[src/rtl/mem_port_arbiter.sv]
// Arbitrates a single-port word memory between instruction fetch and data access.
// Data port has fixed priority; each access runs IDLE -> ISSUE -> WAIT(MEM_LAT) -> RESP.
module mem_port_arbiter #(
  parameter int unsigned MEM_LAT = 2,
  parameter int unsigned AW      = 10
) (
  input  logic          clk,
  input  logic          rst,
  input  logic          if_req,
  input  logic [31:0]   if_addr,
  output logic [31:0]   if_rdata,
  output logic          if_ready,
  input  logic          dm_req,
  input  logic          dm_we,
  input  logic [31:0]   dm_addr,
  input  logic [31:0]   dm_wdata,
  output logic [31:0]   dm_rdata,
  output logic          dm_ready,
  output logic          mem_en,
  output logic          mem_we,
  output logic [AW-1:0] mem_addr,
  output logic [31:0]   mem_wdata,
  input  logic [31:0]   mem_rdata,
  output logic          stall_if,
  output logic          stall_mem,
  output logic          busy
);

  localparam int unsigned CW = 4;
  localparam logic [CW-1:0] LAT_LAST = CW'(MEM_LAT);

  typedef enum logic [1:0] {
    S_IDLE  = 2'd0,
    S_ISSUE = 2'd1,
    S_WAIT  = 2'd2,
    S_RESP  = 2'd3
  } state_e;

  typedef enum logic {
    OWN_IF = 1'b0,
    OWN_DM = 1'b1
  } owner_e;

  state_e          state_q,     state_d;
  owner_e          owner_q,     owner_d;
  logic [CW-1:0]   cnt_q,       cnt_d;
  logic            we_q,        we_d;
  logic            mem_en_q,    mem_en_d;
  logic            mem_we_q,    mem_we_d;
  logic [AW-1:0]   mem_addr_q,  mem_addr_d;
  logic [31:0]     mem_wdata_q, mem_wdata_d;
  logic [31:0]     if_rdata_q,  if_rdata_d;
  logic [31:0]     dm_rdata_q,  dm_rdata_d;
  logic            if_ready_q,  if_ready_d;
  logic            dm_ready_q,  dm_ready_d;
  logic            busy_q,      busy_d;

  // Byte-offset and out-of-range address bits are intentionally dropped.
  logic unused_addr_bits;
  assign unused_addr_bits = ^{if_addr[31:AW+2], if_addr[1:0],
                              dm_addr[31:AW+2], dm_addr[1:0]};

  // Next-state and output logic; requests are only looked at in IDLE.
  always_comb begin
    state_d     = state_q;
    owner_d     = owner_q;
    cnt_d       = cnt_q;
    we_d        = we_q;
    mem_en_d    = 1'b0;
    mem_we_d    = 1'b0;
    mem_addr_d  = mem_addr_q;
    mem_wdata_d = mem_wdata_q;
    if_rdata_d  = if_rdata_q;
    dm_rdata_d  = dm_rdata_q;
    if_ready_d  = 1'b0;
    dm_ready_d  = 1'b0;

    unique case (state_q)
      S_IDLE: begin
        if (dm_req) begin
          owner_d     = OWN_DM;
          we_d        = dm_we;
          mem_addr_d  = dm_addr[AW+1:2];
          mem_wdata_d = dm_wdata;
          mem_en_d    = 1'b1;
          mem_we_d    = dm_we;
          state_d     = S_ISSUE;
        end else if (if_req) begin
          owner_d     = OWN_IF;
          we_d        = 1'b0;
          mem_addr_d  = if_addr[AW+1:2];
          mem_en_d    = 1'b1;
          state_d     = S_ISSUE;
        end
      end
      S_ISSUE: begin
        cnt_d   = CW'(1);
        state_d = S_WAIT;
      end
      S_WAIT: begin
        if (cnt_q == LAT_LAST) begin
          // Read data is valid only in the final wait cycle.
          if (!we_q) begin
            if (owner_q == OWN_DM) dm_rdata_d = mem_rdata;
            else                   if_rdata_d = mem_rdata;
          end
          if (owner_q == OWN_DM) dm_ready_d = 1'b1;
          else                   if_ready_d = 1'b1;
          state_d = S_RESP;
        end else begin
          cnt_d = cnt_q + CW'(1);
        end
      end
      S_RESP: begin
        cnt_d   = '0;
        state_d = S_IDLE;
      end
      default: state_d = S_IDLE;
    endcase

    busy_d = (state_d != S_IDLE);
  end

  always_ff @(posedge clk or negedge rst) begin
    if (!rst) begin
      state_q     <= S_IDLE;
      owner_q     <= OWN_IF;
      cnt_q       <= '0;
      we_q        <= 1'b0;
      mem_en_q    <= 1'b0;
      mem_we_q    <= 1'b0;
      mem_addr_q  <= '0;
      mem_wdata_q <= '0;
      if_rdata_q  <= '0;
      dm_rdata_q  <= '0;
      if_ready_q  <= 1'b0;
      dm_ready_q  <= 1'b0;
      busy_q      <= 1'b0;
    end else begin
      state_q     <= state_d;
      owner_q     <= owner_d;
      cnt_q       <= cnt_d;
      we_q        <= we_d;
      mem_en_q    <= mem_en_d;
      mem_we_q    <= mem_we_d;
      mem_addr_q  <= mem_addr_d;
      mem_wdata_q <= mem_wdata_d;
      if_rdata_q  <= if_rdata_d;
      dm_rdata_q  <= dm_rdata_d;
      if_ready_q  <= if_ready_d;
      dm_ready_q  <= dm_ready_d;
      busy_q      <= busy_d;
    end
  end

  assign if_rdata  = if_rdata_q;
  assign if_ready  = if_ready_q;
  assign dm_rdata  = dm_rdata_q;
  assign dm_ready  = dm_ready_q;
  assign mem_en    = mem_en_q;
  assign mem_we    = mem_we_q;
  assign mem_addr  = mem_addr_q;
  assign mem_wdata = mem_wdata_q;
  assign busy      = busy_q;

  // Stalls feed the hazard unit directly, so they are combinational.
  assign stall_if  = if_req & ~if_ready_q;
  assign stall_mem = dm_req & ~dm_ready_q;

endmodule

[config.mk]
export PLATFORM = sky130hd
export DESIGN_NAME = mem_port_arbiter
export DESIGN_NICKNAME = d
export VERILOG_FILES = /design/src/rtl/mem_port_arbiter.sv
export SDC_FILE = /design/constraint.sdc
export NUM_CORES = 1
export LEC_CHECK = 0
export ABC_AREA = 1
export ABC_CLOCK_PERIOD_IN_PS = 2110
export BUFFER_PORTS_ARGS = -buffer_cell sky130_fd_sc_hd__clkbuf_2
export CAP_MARGIN = 20
export CORE_MARGIN = 10
export CORE_UTILIZATION = 35
export DETAILED_ROUTE_END_ITERATION = 12
export RECOVER_POWER = 100
export SLEW_MARGIN = 10
export SYNTH_ARGS = -nofsm -noshare
export SYNTH_HDL_FRONTEND = slang
export SYNTH_SLANG_ARGS = --single-unit
[constraint.sdc]
create_clock -name clk -period 2.11 [get_ports clk]
set_input_delay 0.211 -clock clk [delete_from_list [all_inputs] [get_ports clk]]
set_output_delay 0.211 -clock clk [all_outputs]
set_load 0.02 [all_outputs]
==> impl_metrics.yaml <==
run_status:
  status: "completed"
die:
  chipHeight_um: 137
  ios: 246
  die_x_um: 137
  dieArea_sq_um: 18800
  core_area_sq_um: 13300
  rows: 42
  start_util_pct: 36.0
power_and_ir_drop:
  ir_drop_uv: 665
  p_sw_uw: 4600
  power.leakage_uw: 0.00325
  powerDensity_nw_per_um2: 1650
  clkPwrFrac_pct: 24.0
  swShare_pct: 42.0
  power.internal_uw: 6340
  pwr-share-comb_pct: 39.0
  seqPwrFrac_pct: 37.0
min_path:
  hold_path_class: "primary input to flip-flop"
  worstHoldStart: "dm_wdata[24]"
synth:
  avgSynthCellArea_sq_um: 10.2
  syn_area_sq_um: 4810
  ys.flop_type: "dfrtp_1"
  synth-edff-count: 0
  yosysMostFrequentCell: "nand2_1"
  synthTopCellsByArea: "dfrtp_1, nand2_1, nand3_1, mux2_1, buf_6"
  syn_nets: 612
  synth-async-reset-ratio_pct: 100
  synth.distinct_cells: 18
  ys_ff_latch: 119
  yosys.area.top_type_share_pct: 61.9
  seq_area_frac_synth_pct: 61.9
  ys_warn_count: 0
  yosysTopAreaCell: "dfrtp_1"
  synth_common_cells: "nand2_1, dfrtp_1, nand3_1"
  syn_inst: 473
critical_path:
  path_cells: "inv_1, ha_1, nand4_2, inv_2, clkbuf_4, nand3_1, nand2_1"
  cp-startpoint: "state_q[0]$_DFF_PN0_"
  critical-path-slowest-cell: "dfrtp_1"
  crit_type: "flip-flop to flip-flop"
  crit_end: "dm_rdata[1]$_DFFE_PN0P_"
  cpPeakStageDelay_ns: 0.38
  r2r-start: "state_q[0]$_DFF_PN0_"
  crit_required_ns: 2.46
  cp.arrival_ns: 2.18
  r2r_cells: 7
  r2r_slack_ns: 0.28
  path_max_fanout: 28
  r2r_end: "dm_rdata[1]$_DFFE_PN0P_"
  startpoint_type: "flip-flop"
  crit_path_end_kind: "flip-flop"
final_layout:
  drive_above_1_share_pct: 19.2
  n_antenna_cell: 0
  syn2layout_area_growth_pct: 37.6
  layout.nets: 841
  fill_cells: 1332
  layout.cells.non_filler: 888
clock_tree:
  hold_buffers: 22
  clk_pin_slew_worst_paths_ns: 0.05
  cts.path.max_buffers: 2
  clock_sinks: 119
  post_cts_buffers: 0
  clock-root-buffer: "clkbuf_16"
  cts.repair.resized: 0
  clock_latency_ns: 0.41
  cts_tree: "yes"
  numCtsBuffers: 17
  cts_max_level: 4
sta:
  max_freq_mhz: 546
  finalCritPeriodShare_pct: 86.8
  clock_skew_ns: 0.00532
  drv_slew: 0
  period_minus_slack_ns: 1.83
  relSlewSlack_pct: 34.4
  fin_tns_setup_ns: 0
  hold_viol: 0
  finalSetupViolCount: 0
  worst_pin_slew_ns: 0.984
  rsz0062_at_grt: "no"
drt:
  wirelength_um: 14200
  dr.pass1.iters: 4
  vias: 4162
  post_drt_wl_per_cell_um: 16.0
  ant_nets: 0
  drt-initial-drc-count: 201
  drcViolationCount: 0
  vias_per_cell: 4.69
global_routing:
  grt_first_pass_wirelength_um: 22600
  antenna_found_initial: 0
  grt_pass1_vias: 4442
  grtUsageTotal_pct: 15.4
  grt_max_degree: 47
  grt_overflow: 0
placement:
  hpwlAfterDp_um: 10500
  dp_cells: 837
  place_congestion: 0.752
  port_buffers: 201
run:
  maxCapViolCount: 0
-- placed cells by master, fill, tap and decap left out, drive strengths merged --
| master | instances |
|---|---|
| mux2 | 32 |
| bufinv | 1 |
| nand3 | 71 |
| o21ai | 7 |
| buf | 9 |
| a21oi | 1 |
| ha | 6 |
| dlygate4sd3 | 22 |
| clkinv | 3 |
| a31oi | 11 |
| nor2 | 21 |
| or2 | 1 |
| nand2 | 162 |
| nand4 | 2 |
| inv | 14 |
| clkbuf | 230 |
| dfrtp | 119 |
-- critical path, delay by kind of cell (launching register included) --
kind                       cells  cell delay, ns
and+or+nand+nor                3            0.41
buffers and inverters          3            0.65
DFF                            1            0.38
adders and majority gates      1            0.32
-- cell type report --
type,count,area (sq um),share of cell area (%)
Clock buffer,25,495,7.49
Timing Repair Buffer,236,1200,18.1
Sequential cell,119,2980,45.0
Multi-Input combinational cell,314,1630,24.6
Inverter,14,52.6,0.794
Tap cell,176,220,3.33
Clock inverter,4,45.0,0.681
-- cell families after synthesis --
group | count (synthesis) | synth area share (%)
mux | 32 | 7.49
flops | 119 | 61.9
simple gates | 257 | 22.2
compound gates | 19 | 2.26
buf+inv | 40 | 4.60
fa+ha+maj | 6 | 1.56
-- registers in the layout, indices dropped and copies added (netlist names), 2 cells and up --
| name | cells |
|---|---|
| state_q | 2 |
| cnt_q | 4 |
| dm_rdata | 32 |
| mem_wdata | 32 |
| mem_addr | 10 |
| if_rdata | 32 |
-- worst min-delay path by stage --
stage	endpoint	cells past startpoint	slack [ns]
after floorplan	busy$_DFF_PN0_	0	-0.08
after global placement	busy$_DFF_PN0_	1	0.21
after detailed placement	busy$_DFF_PN0_	1	0.21
after CTS	mem_wdata[24]$_DFFE_PN0P_	2	0.002
after global routing	mem_wdata[24]$_DFFE_PN0P_	2	0.01
final	mem_wdata[24]$_DFFE_PN0P_	2	0.03
-- power by group through the flow --
stage / Sequential (uW) / Clock [uW] / Combinational (uW)
finish: 4050 / 2630 / 4270
detailed placement: 4080 / 0 / 4610
CTS: 4060 / 2710 / 4640
global placement: 4030 / 0 / 4530
floorplan: 5320 / 0 / 1430
global route: 4200 / 2800 / 4700
-- through the flow --
step                util, %  hold slack, ns  setup WS (ns)  area, sq um  power (uW)
floorplan                 -         -0.0846          0.617         4810        6750
global placement       45.0           0.211          0.346         6010        8560
detailed placement     45.0           0.213          0.273         6010        8690
CTS                    50.7         0.00191          0.258         6770       11400
global route           49.6          0.0148         0.0829         6620       11700
finish                 49.6          0.0260          0.278         6620       10900
-- routing by layer --
metal  global-route usage (%)  routed length, um
met1                     16.8               5750
met2                     26.1               6870
met3                     6.08               1300
met4                     6.73                259
met5                        0                  0
(Power assumes the default switching activity.)
